<file path="src/rtl/msf_bit_decoder.sv">
// MSF time-signal bit decoder: measures one 500 ms second window from 10 ms
// carrier samples and classifies it as minute marker, data second or error.
module msf_bit_decoder (
  input  logic       clk_i,
  input  logic       rst_ni,
  input  logic       tick_i,
  input  logic       carrier_i,
  output logic       bits_valid_o,
  output logic       bits_is_second_00_o,
  output logic [1:0] bits_data_o,
  output logic       bit_error_o,
  output logic       locked_o
);

  typedef enum logic [1:0] {ARMED, MEASURE, HOLDOFF} state_e;

  state_e          state_q, state_d;
  logic [7:0]      tick_cnt_q, tick_cnt_d;
  logic [4:0][3:0] win_cnt_q, win_cnt_d;
  logic            prev_q, prev_d;
  logic            seen_one_q, seen_one_d;
  logic            valid_q, valid_d;
  logic            error_q, error_d;
  logic            s00_q, s00_d;
  logic [1:0]      data_q, data_d;
  logic            locked_q, locked_d;

  logic       start;
  logic [7:0] cnt_inc;
  logic [2:0] win_idx;
  logic [3:0] w4_final;
  logic [4:0] w_off;
  logic       is_marker;
  logic       is_normal;

  always_comb begin
    state_d    = state_q;
    tick_cnt_d = tick_cnt_q;
    win_cnt_d  = win_cnt_q;
    prev_d     = prev_q;
    seen_one_d = seen_one_q;
    valid_d    = 1'b0;
    error_d    = 1'b0;
    s00_d      = s00_q;
    data_d     = data_q;
    locked_d   = locked_q;

    cnt_inc  = (tick_cnt_q == 8'd255) ? 8'd255 : tick_cnt_q + 8'd1;
    win_idx  = 3'(cnt_inc / 8'd10);
    // A start needs a real 1 sample seen since reset, not just the reset value of prev_q.
    start    = tick_i && !carrier_i && prev_q && seen_one_q;
    // The tick_cnt=49 sample still belongs to window 4, so fold it in before classifying.
    w4_final = win_cnt_q[4] + {3'b000, ~carrier_i};
    for (int w = 0; w < 4; w++) begin
      w_off[w] = (win_cnt_q[w] >= 4'd6);
    end
    w_off[4]  = (w4_final >= 4'd6);
    is_marker = &w_off;
    is_normal = w_off[0] && !w_off[3] && !w_off[4];

    if (tick_i) begin
      prev_d = carrier_i;
      if (carrier_i) begin
        seen_one_d = 1'b1;
      end
      case (state_q)
        ARMED: begin
          if (start) begin
            state_d    = MEASURE;
            tick_cnt_d = 8'd0;
            win_cnt_d  = '0;
            win_cnt_d[0] = 4'd1;
          end else begin
            tick_cnt_d = cnt_inc;
          end
        end
        MEASURE: begin
          tick_cnt_d = cnt_inc;
          for (int w = 0; w < 5; w++) begin
            if (!carrier_i && (3'(w) == win_idx)) begin
              win_cnt_d[w] = win_cnt_q[w] + 4'd1;
            end
          end
          if (tick_cnt_q == 8'd48) begin
            state_d = HOLDOFF;
            if (is_marker) begin
              valid_d  = 1'b1;
              data_d   = 2'b00;
              s00_d    = 1'b1;
              locked_d = 1'b1;
            end else if (is_normal) begin
              valid_d  = 1'b1;
              data_d   = {w_off[2], w_off[1]};
              s00_d    = 1'b0;
              locked_d = 1'b1;
            end else begin
              error_d  = 1'b1;
              locked_d = 1'b0;
            end
          end
        end
        HOLDOFF: begin
          tick_cnt_d = cnt_inc;
          if (cnt_inc == 8'd89) begin
            state_d = ARMED;
          end
        end
        default: state_d = ARMED;
      endcase
      // Lock is lost 2 s after the last second start if no new one arrived.
      if (tick_cnt_d == 8'd199 && tick_cnt_q == 8'd198) begin
        locked_d = 1'b0;
      end
    end
  end

  always_ff @(posedge clk_i or negedge rst_ni) begin
    if (!rst_ni) begin
      state_q    <= ARMED;
      tick_cnt_q <= 8'd255;
      win_cnt_q  <= '0;
      prev_q     <= 1'b1;
      seen_one_q <= 1'b0;
      valid_q    <= 1'b0;
      error_q    <= 1'b0;
      s00_q      <= 1'b0;
      data_q     <= 2'b00;
      locked_q   <= 1'b0;
    end else begin
      state_q    <= state_d;
      tick_cnt_q <= tick_cnt_d;
      win_cnt_q  <= win_cnt_d;
      prev_q     <= prev_d;
      seen_one_q <= seen_one_d;
      valid_q    <= valid_d;
      error_q    <= error_d;
      s00_q      <= s00_d;
      data_q     <= data_d;
      locked_q   <= locked_d;
    end
  end

  assign bits_valid_o        = valid_q;
  assign bit_error_o         = error_q;
  assign bits_is_second_00_o = s00_q;
  assign bits_data_o         = data_q;
  assign locked_o            = locked_q;

endmodule

</file>
<file path="config.mk">
export PLATFORM = sky130hd
export DESIGN_NAME = msf_bit_decoder
export DESIGN_NICKNAME = d
export VERILOG_FILES = /design/src/rtl/msf_bit_decoder.sv
export SDC_FILE = /design/constraint.sdc
export NUM_CORES = 1
export LEC_CHECK = 0
export ABC_AREA = 1
export CAP_MARGIN = 20
export CELL_PAD_IN_SITES_DETAIL_PLACEMENT = 1
export CELL_PAD_IN_SITES_GLOBAL_PLACEMENT = 2
export CORE_UTILIZATION = 39
export CTS_CLUSTER_DIAMETER = 40
export DETAILED_ROUTE_END_ITERATION = 8
export GPL_TIMING_DRIVEN = 0
export HOLD_SLACK_MARGIN = 0.05
export PLACE_DENSITY_LB_ADDON = 0.1
export SYNTH_ARGS = -nofsm -noshare
export SYNTH_HDL_FRONTEND = slang
export SYNTH_SLANG_ARGS = --single-unit
</file>
<file path="constraint.sdc">
create_clock -name clk_i -period 8.16 [get_ports clk_i]
set_input_delay 1.632 -clock clk_i [delete_from_list [all_inputs] [get_ports clk_i]]
set_output_delay 1.632 -clock clk_i [all_outputs]
set_load 0.05 [all_outputs]
</file>
Word-level counts from Yosys, hierarchy flattened
Cells that the tools add are included. W data, S select, Z words.

Add/subtract/negate cells: 7. Divide/modulo/power cells: 1. Order comparisons: 5. Equality and inequality tests: 19. Multiplexer cells: 32. Bitwise gates (word level): 1. Reductions and logical operators: 31.

Operator list (number): $pmux W20 S2 (1); $reduce_and A4 Y1 (7); $eq A8 B8 Y1 const B (3); $mux W8 (3); $add A4 B1 Y4 const B (5); $ge A4 B3 Y1 const B (5); $mux W20 (1); $mux W4 (5); $ne A2 B2 Y1 const B (8); $pmux W8 S2 (1); $mux W1 (15); $logic_and A1 B1 Y1 (11); $mux W2 (5); $add A8 B1 Y8 const B (1); $div A8 B4 Y8 const B (1); $eq A8 B6 Y1 const B (1); $eq A8 B7 Y1 const B (1); $reduce_bool A2 Y1 (4); $eq A2 B3 Y1 const A (2); $pmux W2 S3 (1); $reduce_and A5 Y1 (1); $add A4 B1 Y4 (1); $eq A1 B3 Y1 const A (1); $eq A3 B3 Y1 const A (1); 9 further kinds (11).

Flip-flop bits (word level): 38. Bits of input ports: 4. Output and inout bits: 6. Logic and storage cells: 110.

Depth between registers and ports, before layout
Depth after elaboration: 11. Depth in mapped cells: 27. Depth with buffers taken out: 27.

Worst setup path before layout
No wires, ideal clock.

Kind: input to register. Start: input port carrier_i. End: register locked_q (netlist: locked_o). Setup time: 83 ps. Arrival time: 3151 ps. Data required time: 8077 ps. Path slack: 4926 ps. Stages on the path: 11. Buffers on the path: 0. Cell sequence: inv_1 > ha_1 > ha_1 > or2_2 > a31oi_1 > nand3_1 > a21oi_1 > inv_1 > o21ai_0 > o21ai_0 > o21ai_0.

Word-level cells in the longest chain between the ends: 11. Elaborated cells between the ends (all ways): 23. Those cells by class: 1 x add/sub; 1 x order compare; 1 x eq/ne; 8 x mux; 1 x bitwise; 11 x reduce/logical.

Ends and longest elaborated chain: start: declaration (line 7) `input logic carrier_i,`; parallel branches: the longest is 11 deep, another holds $add A4 B1 Y4; end signal: assignment (line 139) `locked_q <= locked_d;`; end: declaration (line 26) `logic locked_q, locked_d;`.

Parallel ways; which one is timed is not known. The select of a mux whose other input is x is not followed. A chain may end at the register's enable or synchronous reset.

Final worst setup path
Ends and elaborated chain as after synthesis.

==> impl_summary.md <==
Critical path
For this run, the slowest stage of the critical path takes 480 ps. The worst-case reg-to-reg path depth is 21. The largest fanout on the critical path is 5. The critical path launch point type is a primary input. Traced cell by cell, the critical path runs through clkdlybuf4s50_1 -> inv_1 -> ha_1 -> ha_1 -> a31oi_1 -> a2111oi_0 -> inv_1 -> a21oi_1 -> inv_1 -> o21ai_0 -> o21ai_0 -> o21ai_0. The worst flop-to-flop path startpoint is tick_cnt_q[1]. The worst register-to-register path ends at win_cnt_q[4].

The largest individual stage delay along the critical path comes from the cell clkdlybuf4s50_1. STA classifies the critical path endpoint as a flip-flop. Data on the critical path arrives at its endpoint at 3930 ps. Across all register-to-register paths, the minimum setup slack is 4750 ps.

At the worst endpoint, the required time is 8370 ps. By startpoint and endpoint, the worst setup path is classified as primary input to flip-flop.

Floorplan
The die is 87.0 µm tall. The die area is 7580 µm². The number of cell rows is 30. The initial utilization of the core area, before any placement, comes to 40.8%. The die is 87.0 µm wide. The core region is 6910 µm². 10 I/O pins were placed.

Clocking
The clock tree from TritonCTS is yes. The number of CTS-inserted buffers is 5. For this design, the CTS-stage hold fixing added 0 buffers. After clock tree synthesis, the repair step resized 0 gates. Counting along the longest clock path gives a buffer depth of 2. For the worst-skew pair, the clock arrives at the later sink with an insertion delay of 290 ps. Clock-pin slew was measured on the worst setup and hold paths at 80 ps. The number of clock sinks is 38.

The H-tree generated during clock tree synthesis spans 2 levels. The number of setup buffers added after CTS is 0. In this run the clock root is driven by a clkbuf_8.

Synth
The number of synthesized flops with an enable pin is 0. Ranked by instance count, the synthesized netlist is headed by nand2_1, nand3_1, inv_1, nor2_1, dfrtp_1. The synthesized design contains 38 register bits. The sequential-to-total area share from yosys stat is 34.1%. The compound-gate portion of the synthesized area is 8.96%. The fraction of registers with async set/reset is 100%.

The primary flip-flop cell chosen by synthesis mapping is dfrtp_1. The simple-gate share of the synthesized area is 36.7%. Summing every instance area after synthesis gives 2820 µm². Yosys attributes the largest share of cell area to dfrtp_1, nand2_1, dfstp_2, ha_1, nand3_1. After Yosys synthesis, XOR and XNOR cells account for 4.35% of the synthesized area.

The post-synthesis mux area share is 0.799%. The net count of the mapped netlist is 405. The count of warnings emitted by yosys is 0. The biggest area contributor in the post-synthesis netlist is dfrtp_1. Counting every instance in the synthesized netlist gives 383. Summing the areas of all fa, ha and maj instances in the mapped netlist gives 7.99% of the synthesized area. The most repeated cell in the gate-level netlist after synthesis is nand2_1. In this run, distinct cell masters in the synthesized netlist total 39. The per-instance average area after synthesis is 7.36 µm². After synthesis, the largest area contributor takes up 25.7% of total cell area. By area, the combinational part of the netlist is dominated by simple AND/OR/NAND/NOR gates.

Global routing
The first global-routing pass estimated 12600 µm of wire. The largest net degree at the start of global routing is 38. The total global routing track utilization is 21.4%. The number of antenna violations at the first check in global routing is 0. The number of global-route vias before repair is 2658.

The total overflow left after global routing is 0.

Routing
The first detailed-routing pass ran for 4 iterations. The initial DRC count is 167. The number of nets with antenna violations after routing is 0.

The vias per cell is 5.11. The post-detailed-routing wire length is 7350 µm. The total DRC errors in the routed layout is 0. After detailed routing, the average wire length per cell comes to 14.8 µm. Summing over every cut layer, the via total after detailed routing is 2535.

Timing
At the pin with the least slew margin, the transition time is 586 ps. Setup repair after global routing left no endpoint under its margin. The number of endpoints with negative hold slack in the final report is 0.

The least setup slack across all paths after layout is 4440 ps. The time the worst path needs with I/O delays and setup is 3720 ps. The worst hold slack after final layout is 484 ps. Setup violations remaining at the end of the flow were counted as 0. The max-slew violation count was 0. Based on the critical path, the design can be clocked at up to 269 MHz.

The relative slew slack is 60.9%. In the final timing run, aggregate negative setup slack is 0 ps. The worst path uses 45.6% of the clock period.

The worst clock skew is 4.28 ps.

Min path
The path with the worst hold slack has its endpoint at bits_data_o[1]. The hold-critical path depth is 2. The path type of the worst min-delay path is flip-flop to flip-flop. The hold path startpoint is bits_data_o[1].

Placement
At the placement stage, the worst setup path has a slack of 4130 ps. In this run, placement finished with an instance count of 489. Detailed placement finished with a half-perimeter wire length of 5650 µm. The count of input and output buffers is 9. The weighted congestion reported at the end of routability-driven placement is 0.785.

Power
The power density over the cells is 237 nW/µm². For this design the static power due to leakage is 1.58 nW. IR analysis of the VDD net gives a maximum drop of 0.110 mV.

Final layout
The total inserted antenna cells is 0. The share of the core filled with cells in the final layout is 45.7%. The final cell count without fillers is 496.

The final layout net count is 422. The share of final-layout standard cells stronger than drive strength 1 is 14.5%. From synthesis to final layout, the design area changed by 12.0%.

Job
Max-cap violations in this run came to 0.

Outcome
The flow ran to the end, and the final reports show no timing, DRC or antenna violations.
worst max path at each step:
stage / to / startpoint / cells past startpoint
after floorplan: locked_o / carrier_i / 11
after global placement: locked_o / carrier_i / 12
after detailed placement: locked_o / carrier_i / 12
after CTS: locked_o / carrier_i / 12
after global routing: locked_o / carrier_i / 13
final: locked_o / carrier_i / 12
cell families after synthesis:
| group | Yosys count |
|---|---|
| mux | 1 |
| simple gates | 218 |
| compound gates | 42 |
| fa+ha+maj | 18 |
| buf+inv | 52 |
| flops | 38 |
| xor+xnor | 14 |
metal layers:
layer,track usage [%],vias to the layer above,routed length (µm)
met2,34.4,32,3340
met3,2.65,2,144
li1,-,1276,-
met1,30.4,1225,3840
met5,0,-,0
met4,5.30,0,27
critical path: cells and delay by family:
kind / cells / cell delay [ps]
adders and majority gates: 2 / 500
buffers and inverters: 4 / 860
AOI/OAI and AO/OA: 6 / 950
cell type report:
class / count / area, µm²
Buffer: 6 / 22.5
Clock buffer: 6 / 82.6
Clock inverter: 1 / 30.0
Fill cell: 906 / 3750
Inverter: 46 / 176
Multi-Input combinational cell: 293 / 1660
Sequential cell: 38 / 962
Tap cell: 96 / 120
Timing Repair Buffer: 10 / 105
placed cells by master (no fill, tap or decap), types with 2 or more instances in the layout:
cell	count
ha_1	18
o21ai_0	18
o21ai_1	3
inv_2	3
nand3_1	42
a21oi_1	7
nand2_4	2
nor4_1	2
nor2_2	4
nand4_1	6
clkdlybuf4s50_1	8
o22ai_1	7
nor2_1	32
nand2_2	14
dfrtp_1	29
clkbuf_1	5
clkbuf_8	6
xnor2_1	8
nand2_1	103
inv_1	41
xor2_1	6
dfstp_2	9
nand3_2	6
stage by stage:
step / power, W / cell area, µm²
3_3_place_gp: 0.000569 / 3030
2_1_floorplan: 0.000485 / 2820
5_1_grt: 0.000804 / 3160
6_report: 0.000748 / 3160
4_1_cts: 0.000750 / 3160
3_5_place_dp: 0.000579 / 3050
registers in the layout (all words and copies together) (netlist names):
name                 cells
bit_error_o              1
bits_data_o              2
bits_is_second_00_o      1
bits_valid_o             1
locked_o                 1
prev_q                   1
seen_one_q               1
state_q                  2
tick_cnt_q               8
win_cnt_q               20
power by group:
group / internal (W) / switching, W
clock: 0.0000979 / 0.0000711
combinational: 0.0000948 / 0.000214
sequential: 0.000228 / 0.0000423
total: 0.000421 / 0.000327
No activity file was read; power rests on OpenSTA's default activity.
